[config.mk]
export PLATFORM = sky130hd
export DESIGN_NAME = i2c_slave_tx_flat
export DESIGN_NICKNAME = d
export VERILOG_FILES = /design/src/rtl/i2c_pkg.sv /design/src/rtl/i2c_slave_tx_if.sv /design/src/rtl/i2c_bus_sync.sv /design/src/rtl/i2c_slave_tx.sv /design/src/flat_wrapper.sv
export SDC_FILE = /design/constraint.sdc
export NUM_CORES = 1
export LEC_CHECK = 0
export ABC_AREA = 1
export CAP_MARGIN = 5
export CORE_UTILIZATION = 51
export DETAILED_ROUTE_END_ITERATION = 10
export MAX_ROUTING_LAYER = met4
export PLACE_DENSITY = 0.76
export SLEW_MARGIN = 30
export SYNTH_ARGS = -nofsm -noshare
export SYNTH_HDL_FRONTEND = slang
export SYNTH_HIERARCHICAL = 1
export SYNTH_SLANG_ARGS = --single-unit
export TNS_END_PERCENT = 1
[constraint.sdc]
create_clock -name clk -period 1.6 [get_ports clk]
set_input_delay 0.24 -clock clk [delete_from_list [all_inputs] [get_ports clk]]
set_output_delay 0.24 -clock clk [all_outputs]
set_load 0.1 [all_outputs]
[src/rtl/i2c_pkg.sv]
// rtl/i2c_pkg.sv - shared I2C encodings, bus levels and address helper
package i2c_pkg;

  localparam logic [2:0] ST_IDLE_ENC      = 3'd0;
  localparam logic [2:0] ST_ADDR_ENC      = 3'd1;
  localparam logic [2:0] ST_ADDR_ACK_ENC  = 3'd2;
  localparam logic [2:0] ST_TX_BYTE_ENC   = 3'd3;
  localparam logic [2:0] ST_RX_ACK_ENC    = 3'd4;
  localparam logic [2:0] ST_WAIT_STOP_ENC = 3'd5;

  typedef enum logic [2:0] {
    ST_IDLE      = ST_IDLE_ENC,
    ST_ADDR      = ST_ADDR_ENC,
    ST_ADDR_ACK  = ST_ADDR_ACK_ENC,
    ST_TX_BYTE   = ST_TX_BYTE_ENC,
    ST_RX_ACK    = ST_RX_ACK_ENC,
    ST_WAIT_STOP = ST_WAIT_STOP_ENC
  } i2c_state_t;

  localparam logic       I2C_RW_READ      = 1'b1;
  localparam logic       I2C_ACK          = 1'b0;
  localparam logic       I2C_NACK         = 1'b1;
  localparam logic [6:0] I2C_DEFAULT_ADDR = 7'b1111111;
  localparam logic [3:0] I2C_BYTE_BITS    = 4'd8;

  // Address byte is {addr[6:0], rw}; only reads are answered by this target.
  function automatic logic addr_match(input logic [7:0] addr_byte, input logic [6:0] addr);
    return (addr_byte[7:1] == addr) && (addr_byte[0] == I2C_RW_READ);
  endfunction

endpackage

[src/rtl/i2c_slave_tx_if.sv]
// rtl/i2c_slave_tx_if.sv - bus pins and word/status handshake of the read-only I2C target
interface i2c_slave_tx_if;

  logic        scl_in;
  logic        sda_in;
  logic        sda_oe;
  logic [15:0] tx_data;
  logic        busy;
  logic        addr_hit;
  logic        done;
  logic        nack_err;

  modport slave (
    input  scl_in, sda_in, tx_data,
    output sda_oe, busy, addr_hit, done, nack_err
  );

  modport master (
    output scl_in, sda_in, tx_data,
    input  sda_oe, busy, addr_hit, done, nack_err
  );

endinterface

[src/rtl/i2c_bus_sync.sv]
// rtl/i2c_bus_sync.sv - SCL/SDA synchronizers with edge, START and STOP detection
module i2c_bus_sync #(
  parameter int SYNC_STAGES = 2
) (
  input  logic clk,
  input  logic resetn,
  input  logic i_scl,
  input  logic i_sda,
  output logic o_scl,
  output logic o_sda,
  output logic o_scl_rise,
  output logic o_scl_fall,
  output logic o_start,
  output logic o_stop
);

  logic [SYNC_STAGES-1:0] r_scl_sync;
  logic [SYNC_STAGES-1:0] r_sda_sync;
  logic                   r_scl_prev;
  logic                   r_sda_prev;
  logic                   w_scl;
  logic                   w_sda;

  // Flops reset to the idle-bus level so reset release never fakes an edge.
  always_ff @(posedge clk or negedge resetn) begin
    if (!resetn) begin
      r_scl_sync <= '1;
      r_sda_sync <= '1;
      r_scl_prev <= 1'b1;
      r_sda_prev <= 1'b1;
    end else begin
      r_scl_sync <= {r_scl_sync[SYNC_STAGES-2:0], i_scl};
      r_sda_sync <= {r_sda_sync[SYNC_STAGES-2:0], i_sda};
      r_scl_prev <= r_scl_sync[SYNC_STAGES-1];
      r_sda_prev <= r_sda_sync[SYNC_STAGES-1];
    end
  end

  assign w_scl      = r_scl_sync[SYNC_STAGES-1];
  assign w_sda      = r_sda_sync[SYNC_STAGES-1];
  assign o_scl      = w_scl;
  assign o_sda      = w_sda;
  assign o_scl_rise = w_scl & ~r_scl_prev;
  assign o_scl_fall = ~w_scl & r_scl_prev;
  assign o_start    = w_scl & r_scl_prev & r_sda_prev & ~w_sda;
  assign o_stop     = w_scl & r_scl_prev & ~r_sda_prev & w_sda;

endmodule

[src/rtl/i2c_slave_tx.sv]
// rtl/i2c_slave_tx.sv - I2C read target returning one 16-bit word MSB first
module i2c_slave_tx
  import i2c_pkg::*;
#(
  parameter logic [6:0] SLAVE_ADDR  = I2C_DEFAULT_ADDR,
  parameter int         SYNC_STAGES = 2
) (
  input  logic            clk,
  input  logic            resetn,
  i2c_slave_tx_if.slave   bus
);

  logic       w_scl;
  logic       w_sda;
  logic       w_scl_rise;
  logic       w_scl_fall;
  logic       w_start;
  logic       w_stop;
  logic       w_drive;
  logic [7:0] w_addr_byte;

  i2c_state_t r_state;
  logic [3:0] r_bit_cnt;
  logic       r_byte_idx;
  logic [6:0] r_addr_sr;
  logic [15:0] r_tx_sr;
  logic       r_sda_oe;
  logic       r_busy;
  logic       r_addr_hit;
  logic       r_done;
  logic       r_nack_err;

  i2c_bus_sync #(
    .SYNC_STAGES (SYNC_STAGES)
  ) u_sync (
    .clk        (clk),
    .resetn     (resetn),
    .i_scl      (bus.scl_in),
    .i_sda      (bus.sda_in),
    .o_scl      (w_scl),
    .o_sda      (w_sda),
    .o_scl_rise (w_scl_rise),
    .o_scl_fall (w_scl_fall),
    .o_start    (w_start),
    .o_stop     (w_stop)
  );

  // SDA may only move while synchronized SCL is low.
  assign w_drive     = w_scl_fall & ~w_scl;
  assign w_addr_byte = {r_addr_sr, w_sda};

  always_ff @(posedge clk or negedge resetn) begin
    if (!resetn) begin
      r_state    <= ST_IDLE;
      r_bit_cnt  <= 4'd0;
      r_byte_idx <= 1'b0;
      r_addr_sr  <= 7'd0;
      r_tx_sr    <= 16'd0;
      r_sda_oe   <= 1'b0;
      r_busy     <= 1'b0;
      r_addr_hit <= 1'b0;
      r_done     <= 1'b0;
      r_nack_err <= 1'b0;
    end else begin
      r_addr_hit <= 1'b0;
      r_done     <= 1'b0;
      r_nack_err <= 1'b0;
      if (w_stop) begin
        r_state   <= ST_IDLE;
        r_bit_cnt <= 4'd0;
        r_sda_oe  <= 1'b0;
        r_busy    <= 1'b0;
      end else if (w_start) begin
        r_state   <= ST_ADDR;
        r_bit_cnt <= 4'd0;
        r_sda_oe  <= 1'b0;
        r_busy    <= 1'b1;
      end else begin
        case (r_state)
          ST_IDLE: begin
            r_sda_oe <= 1'b0;
            r_busy   <= 1'b0;
          end
          ST_ADDR: begin
            if (w_scl_rise && r_bit_cnt < I2C_BYTE_BITS) begin
              r_addr_sr <= w_addr_byte[6:0];
              r_bit_cnt <= r_bit_cnt + 4'd1;
              if (r_bit_cnt == I2C_BYTE_BITS - 4'd1) begin
                if (addr_match(w_addr_byte, SLAVE_ADDR)) begin
                  r_addr_hit <= 1'b1;
                  r_tx_sr    <= bus.tx_data;
                  r_byte_idx <= 1'b0;
                end else begin
                  r_state <= ST_WAIT_STOP;
                end
              end
            end else if (w_drive && r_bit_cnt == I2C_BYTE_BITS) begin
              r_sda_oe  <= ~I2C_ACK;
              r_state   <= ST_ADDR_ACK;
              r_bit_cnt <= 4'd0;
            end
          end
          ST_ADDR_ACK: begin
            // bit_cnt=1 marks that the ACK clock's high phase has been seen.
            if (w_scl_rise) begin
              r_bit_cnt <= 4'd1;
            end else if (w_drive && r_bit_cnt == 4'd1) begin
              r_sda_oe  <= ~r_tx_sr[15];
              r_state   <= ST_TX_BYTE;
              r_bit_cnt <= 4'd0;
            end
          end
          ST_TX_BYTE: begin
            if (w_scl_rise && r_bit_cnt < I2C_BYTE_BITS) begin
              r_bit_cnt <= r_bit_cnt + 4'd1;
            end else if (w_drive && r_bit_cnt != 4'd0) begin
              // The 8th shift also lines up the second byte's MSB at bit 15.
              r_tx_sr <= {r_tx_sr[14:0], 1'b0};
              if (r_bit_cnt == I2C_BYTE_BITS) begin
                r_sda_oe  <= 1'b0;
                r_state   <= ST_RX_ACK;
                r_bit_cnt <= 4'd0;
              end else begin
                r_sda_oe <= ~r_tx_sr[14];
              end
            end
          end
          ST_RX_ACK: begin
            if (w_scl_rise) begin
              if (r_byte_idx) begin
                r_done  <= 1'b1;
                r_state <= ST_WAIT_STOP;
              end else if (w_sda == I2C_ACK) begin
                r_byte_idx <= 1'b1;
                r_bit_cnt  <= 4'd1;
              end else begin
                r_nack_err <= 1'b1;
                r_state    <= ST_WAIT_STOP;
              end
            end else if (w_drive && r_bit_cnt == 4'd1) begin
              r_sda_oe  <= ~r_tx_sr[15];
              r_state   <= ST_TX_BYTE;
              r_bit_cnt <= 4'd0;
            end
          end
          ST_WAIT_STOP: begin
            r_sda_oe <= 1'b0;
          end
          default: begin
            r_state  <= ST_IDLE;
            r_sda_oe <= 1'b0;
            r_busy   <= 1'b0;
          end
        endcase
      end
    end
  end

  assign bus.sda_oe   = r_sda_oe;
  assign bus.busy     = r_busy;
  assign bus.addr_hit = r_addr_hit;
  assign bus.done     = r_done;
  assign bus.nack_err = r_nack_err;

endmodule

[src/flat_wrapper.sv]
// flat-port wrapper written by rule: the top's interface ports become plain ports
module i2c_slave_tx_flat import i2c_pkg::*;
#(
  parameter logic [6:0] SLAVE_ADDR  = I2C_DEFAULT_ADDR,
  parameter int         SYNC_STAGES = 2
)
  (clk, resetn, bus_scl_in, bus_sda_in, bus_tx_data, bus_sda_oe, bus_busy, bus_addr_hit, bus_done, bus_nack_err);
  i2c_slave_tx_if bus_i ();
  input  logic clk;
  input  logic resetn;
  input wire logic [$bits(bus_i.scl_in)-1:0] bus_scl_in;
  input wire logic [$bits(bus_i.sda_in)-1:0] bus_sda_in;
  input wire logic [$bits(bus_i.tx_data)-1:0] bus_tx_data;
  output wire logic [$bits(bus_i.sda_oe)-1:0] bus_sda_oe;
  output wire logic [$bits(bus_i.busy)-1:0] bus_busy;
  output wire logic [$bits(bus_i.addr_hit)-1:0] bus_addr_hit;
  output wire logic [$bits(bus_i.done)-1:0] bus_done;
  output wire logic [$bits(bus_i.nack_err)-1:0] bus_nack_err;
  assign bus_i.scl_in = bus_scl_in;
  assign bus_i.sda_in = bus_sda_in;
  assign bus_i.tx_data = bus_tx_data;
  assign bus_sda_oe = bus_i.sda_oe;
  assign bus_busy = bus_i.busy;
  assign bus_addr_hit = bus_i.addr_hit;
  assign bus_done = bus_i.done;
  assign bus_nack_err = bus_i.nack_err;
  i2c_slave_tx #(.SLAVE_ADDR(SLAVE_ADDR), .SYNC_STAGES(SYNC_STAGES)) u_core (.clk(clk), .resetn(resetn), .bus(bus_i));
endmodule
; ---- Yosys cells after proc, flatten, opt, wreduce, memory -nomap -nowiden
; Index checks and enable logic that the tools add are counted.
[classes]
addsub = 1
n_lt_le_gt_ge = 1
eq_ne = 33
muxes = 71
bitwise = 16
n_reduce_logical = 19
[op_table]
columns = cell, n
row1 = 16-bit two-way mux, 5
row2 = 4-bit two-way mux, 12
row3 = 3-bit two-way mux, 14
row4 = 1-bit two-way mux, 35
row5 = 16-bit one-hot mux with 2 select lines, 1
row6 = 4-bit != test (second input constant), 4
row7 = 4-bit one-hot mux with 4 select lines, 1
row8 = 5-bit by 3-bit != test with 1-bit output (second input constant), 3
row9 = 5-bit != test (second input constant), 3
row10 = 3-bit one-hot mux with 5 select lines, 1
row11 = 4-bit by 3-bit != test with 1-bit output (second input constant), 3
row12 = 6-bit AND reduction, 2
row13 = 2-bit by 1-bit != test with 1-bit output (second input constant), 5
row14 = 9-bit AND reduction, 1
row15 = 1-bit AND, 8
row16 = 1-bit NOT, 8
row17 = 8-bit AND reduction, 1
row18 = 7-bit == test (second input constant), 1
row19 = 7-bit AND reduction, 1
row20 = 3-bit by 2-bit == test with 1-bit output (second input constant), 2
row21 = 3-bit == test (second input constant), 2
row22 = 3-bit by 1-bit != test with 1-bit output (second input constant), 2
row23 = 6-bit != test (second input constant), 1
row24 = 6-bit nonzero test, 1
row25 = other kinds (18), 24
[word_totals]
reg_bits = 42
wordCells = 155

; ---- Longest topological paths before layout
[depth]
word_depth = 9
depth_mapped = 12

; ---- By module
; Netlist, hierarchy kept.
[modules_own_cells]
columns = mod, n_inst, cells_each, area_each_um2
row1 = i2c_slave_tx, 1, 321, 2200.9
row2 = i2c_bus_sync, 1, 17, 198.9

; ---- Worst setup path before layout
; No wires, ideal clock.
[synth_path]
path_kind = flip-flop to flip-flop
start = register u_core.u_sync.r_scl_sync[1]
end = register u_core.r_bit_cnt[3]
setup_time_ps = 117
t_arrival_ps = 1571
t_required_ps = 1483
setup_slack_ps = -88
path_stages_with_launch = 12
path_buffers = 0
path_cell_list = dfstp_2 -> nand2_1 -> nor2_1 -> nor2_4 -> inv_1 -> nor2_1 -> nand3_1 -> nand2_1 -> nor2_2 -> nand2_1 -> nand2_1 -> nand2_1
[synth_rtl]
columns = element, line_no
row1 = from (decl), i2c_bus_sync.sv:17  ; logic [SYNC_STAGES-1:0] r_scl_sync;
row2 = from (signal assigned), i2c_bus_sync.sv:32  ; r_scl_sync <= {r_scl_sync[SYNC_STAGES-2:0], i_scl};
row3 = 1-bit AND (*) (3 in series), i2c_bus_sync.sv:46  ; assign o_stop = w_scl & r_scl_prev & ~r_sda_prev & w_sda;
row4 = via u_core.w_stop, i2c_slave_tx.sv:18  ; logic w_stop;
row5 = 5-bit != test (no line) (tied with other cells), n/a
row6 = 6-bit AND reduction (no line), n/a
row7 = to (signal assigned), i2c_slave_tx.sv:87  ; r_bit_cnt <= r_bit_cnt + 4'd1;
row8 = to (signal assigned), i2c_slave_tx.sv:115  ; r_bit_cnt <= r_bit_cnt + 4'd1;
row9 = to (decl), i2c_slave_tx.sv:23  ; logic [3:0] r_bit_cnt;
; Mark *: on every way through the listed nets, which the timed path passes. The rest lies on a longest branch.
; A chain may end at the register's enable or synchronous reset.

; ---- Worst setup path after layout
[layout_path]
start = register u_core.u_sync.r_sda_sync[1]
end = register u_core.r_tx_sr[6]
[layout_between]
elab_chain_len = 4
[layout_lines]
columns = element, line_no
row1 = from (decl), i2c_bus_sync.sv:18  ; logic [SYNC_STAGES-1:0] r_sda_sync;
row2 = from (signal assigned), i2c_bus_sync.sv:33  ; r_sda_sync <= {r_sda_sync[SYNC_STAGES-2:0], i_sda};
row3 = 1-bit NOT, n/a
row4 = 1-bit AND, i2c_bus_sync.sv:45  ; assign o_start = w_scl & r_scl_prev & r_sda_prev & ~w_sda;
row5 = via u_core.w_start, i2c_slave_tx.sv:17  ; logic w_start;
row6 = 1-bit NOT (no line), n/a
row7 = 8-bit AND reduction (no line), n/a
row8 = to (signal assigned), i2c_slave_tx.sv:91  ; r_tx_sr <= bus.tx_data;
row9 = to (signal assigned), i2c_slave_tx.sv:118  ; r_tx_sr <= {r_tx_sr[14:0], 1'b0};
row10 = to (decl), i2c_slave_tx.sv:26  ; logic [15:0] r_tx_sr;
; The timed path passes the listed nets, and every way through them passes these cells.

==> results_dict.tcl <==
set metrics [dict create \
    status "finished, violations left" \
    failed_checks "design-rule violations, negative setup slack" \
    yosysUniqueCellTypes 25 \
    syn_inst 338 \
    design_area_mm2 0.00325 \
    yosys.area_share.simple_pct 40.9 \
    yosys.area_share.xor_xnor_pct 0 \
    yosysMostFrequentCell "nand2_1" \
    synth_top_family_by_area "simple AND/OR/NAND/NOR gates" \
    die_area_mm2 0.00498 \
    syn_to_final_growth_pct 35.3 \
    post-place-cells 443 \
    yosys_warnings 6 \
    synthTopCellsByCount "nand2_1 (146), dfrtp_1 (36), nand3_1 (32), nor2_1 (29), inv_1 (28)" \
    post-route-period-util_pct 104 \
    crit_chain "inv_1, nand2_2, nor2_4, nor2_4, buf_4, o21ai_2, nor2_4, buf_4, nand3_1, nand2_1" \
    first_iter_violations 121 \
    drtPass1Iterations 7 \
    routedWlPerCell_um 11.9 \
    end_kind "register" \
    die_width_um 70.6 \
    power.total_mw 3.08 \
    nNetsFinal 429 \
    crit_buf_inv 3 \
    worst_setup_path_start_kind "register" \
    setup_violations 24 \
    antenna_left 0 \
    htreeDepth 2 \
    async_flop_share_pct 100 \
    num_vias 2328 \
    overflow 0 \
    die_h_um 70.6 \
    max_slew_margin_pct 72.6 \
    fin_cells 459 \
    synth_compound_area_share_pct 6.26 \
    worstSetupPathType "reg -> reg" \
    cts-root-buf "clkbuf_8" \
    track_usage_pct 25.0 \
    synthMuxAreaShare_pct 0 \
    grt_pass1_wl_mm 9.45 \
    hold_viol_final 0 \
    drive_gt1_share_pct 26.3 \
    fin_crit_ns 1.66 \
    worst_pin_slew_ns 0.411 \
    crit_path_top_delay_cell "dfstp_2" \
    ys_dominant_reg_cell "dfrtp_1" \
    finalMaxSlewViolations 0 \
    crit_path_frequent_cell "nor2_4" \
    cts_sinks 42 \
    ir_worst_vdd_mv 0.601 \
    synth.avg_cell_area_um2 7.10 \
    maxCapViolations 0 \
    start_util_pct 54.0 \
    leakagePower_nw 1.67 \
    antenna_found_initial 0 \
    antenna_cells 0 \
    cpLargestDelayFamily "simple AND/OR/NAND/NOR gates" \
    cts_tree "built" \
    fp.coreArea_mm2 0.00444 \
    ys_seq_elements 42 \
    drc 2 \
    clockBufferDepth 2 \
    cts_made_buffers 5 \
    port_buffers 24 \
    hpwlAfterDp_mm 4.13 \
    fin_ws_ns -0.0567 \
    hp-class "in -> reg" \
    synthAdderAreaFrac_pct 1.56 \
    syn_area_mm2 0.00240 \
    place.gp.congestion 0.986 \
    rows 24 \
    yosys.area.top_type "dfrtp_1" \
    synth_seq_area_share_pct 44.1 \
    fmax_ghz 0.604 \
    yosys-top-cells-area "dfrtp_1 (38%), nand2_1 (23%), nand3_1 (6.7%), dfstp_2 (6.6%), nor2_1 (4.5%)" \
    synth-edff-count 0 \
    path_clk_slew_ns 0.08 \
    clkLatencyLatePin_ns 0.30 \
    final_core_util_pct 73.1 \
    place_ws_ns -0.193 \
    grt_setup_unrepaired "yes" \
    viasPerCell 5.07 \
    max_stage_delay_ns 0.57 \
    p_per_area_mw_per_mm2 949 \
    required_ns 1.84 \
    nFillCells 336 \
    synth_nets 361 \
    skew_ns 0.00487 \
    crit_arrival_ns 1.90 \
    grt_pass1_vias 2190 \
    cp_max_fo 8 \
    wirelength_mm 5.46 \
    grt_max_degree 27 \
    synth_top_area_share_pct 37.5 \
    placed_cell_area_mm2 0.00300 \
    num_io_pins 25 \
]
==> cell usage in the layout, fill, tap and decap left out, types with 2 or more instances in the layout <==
cell	Yosys	final
nand2_1	146	139
buf_4	3	41
dfrtp_1	36	36
nand3_1	32	27
inv_1	28	25
nor2_1	29	20
clkdlybuf4s50_1	0	18
o21ai_0	16	15
nand2_2	4	11
nor2_4	4	10
nand3_2	2	7
buf_12	0	6
inv_2	3	6
nor2_2	3	6
a21oi_1	6	6
dfstp_2	6	6
clkbuf_8	0	5
o21ai_2	3	3
nand3b_1	3	3
ha_1	3	3
clkinv_2	0	2
nor3_1	2	2
==> area by class of cell <==
cell class	instances	area, µm²	area share (%)
Inverter	31	116	3.58
Tap cell	52	65.1	2.00
Multi-Input combinational cell	258	1260	38.9
Clock inverter	3	40.0	1.23
Clock buffer	5	68.8	2.12
Timing Repair Buffer	68	634	19.5
Sequential cell	42	1060	32.6
==> per-layer routing <==
metal	GRT usage, %	share of wire (%)	up-vias
met2	39.9	49	39
met1	32.0	46	1083
li1	-	-	1197
met3	5.41	3.5	9
met4	8.44	1.6	0
met5	-	0	-
==> metrics by stage <==
stage / setup TNS [ns] / hold WS [ns]
finish: -0.760 / 0.341
global route: -4.25 / 0.326
detailed placement: -1.43 / 0.195
global placement: -1.25 / 0.187
CTS: -0.435 / 0.338
floorplan: -0.180 / -0.0556
==> path summary, 6_finish.rpt <==
kind / from / to / slack (ns) / depth (start not counted)
worst min-delay path: bus_scl_in / u_core/u_sync/r_scl_sync[0] / 0.34 / 1
max in group asynchronous: resetn / u_core/u_sync/r_sda_sync[1] / 0.65 / 3
worst max register to register: u_core/u_sync/r_sda_sync[1] / u_core/r_tx_sr[6] / -0.06 / 10
worst min register to register: u_core/u_sync/r_scl_sync[0] / u_core/u_sync/r_scl_sync[1] / 0.36 / 0
worst max-delay path: u_core/u_sync/r_sda_sync[1] / u_core/r_tx_sr[6] / -0.06 / 10
min in group asynchronous: resetn / u_core/r_addr_sr[1] / 0.40 / 2
==> state kept, by name, indices dropped and copies added, names as in the netlist <==
register	count
u_core/u_sync/r_sda_sync	2
u_core/r_tx_sr	16
u_core/bus.sda_oe	1
u_core/bus.addr_hit	1
u_core/r_state	3
u_core/u_sync/r_sda_prev	1
u_core/bus.nack_err	1
u_core/u_sync/r_scl_sync	2
u_core/bus.busy	1
u_core/u_sync/r_scl_prev	1
u_core/r_addr_sr	7
u_core/bus.done	1
u_core/r_byte_idx	1
u_core/r_bit_cnt	4
==> report_power, final <==
group	total, mW	internal [mW]	switching [mW]
Combinational	0.898	0.393	0.505
Sequential	1.36	1.24	0.120
Clock	0.827	0.459	0.368
==> kinds of logic (layout without fill, tap and decap cells) <==
group,count (synthesis),count (layout)
flip-flops,42,42
AO/OA/AOI/OAI,27,27
AND/OR/NAND/NOR,228,228
adder cells (fa/ha/maj),3,3
buffers and inverters,38,107
==> what timing repair did <==
item,CTS,global route
hold endpoints to repair,16,0
hold buffers,1,0
gates resized for setup,19,4
pin swaps,7,2
endpoints found under the setup margin,32,35
buffers inserted,6,1
Note: power is estimated with default switching activity, not from simulation.
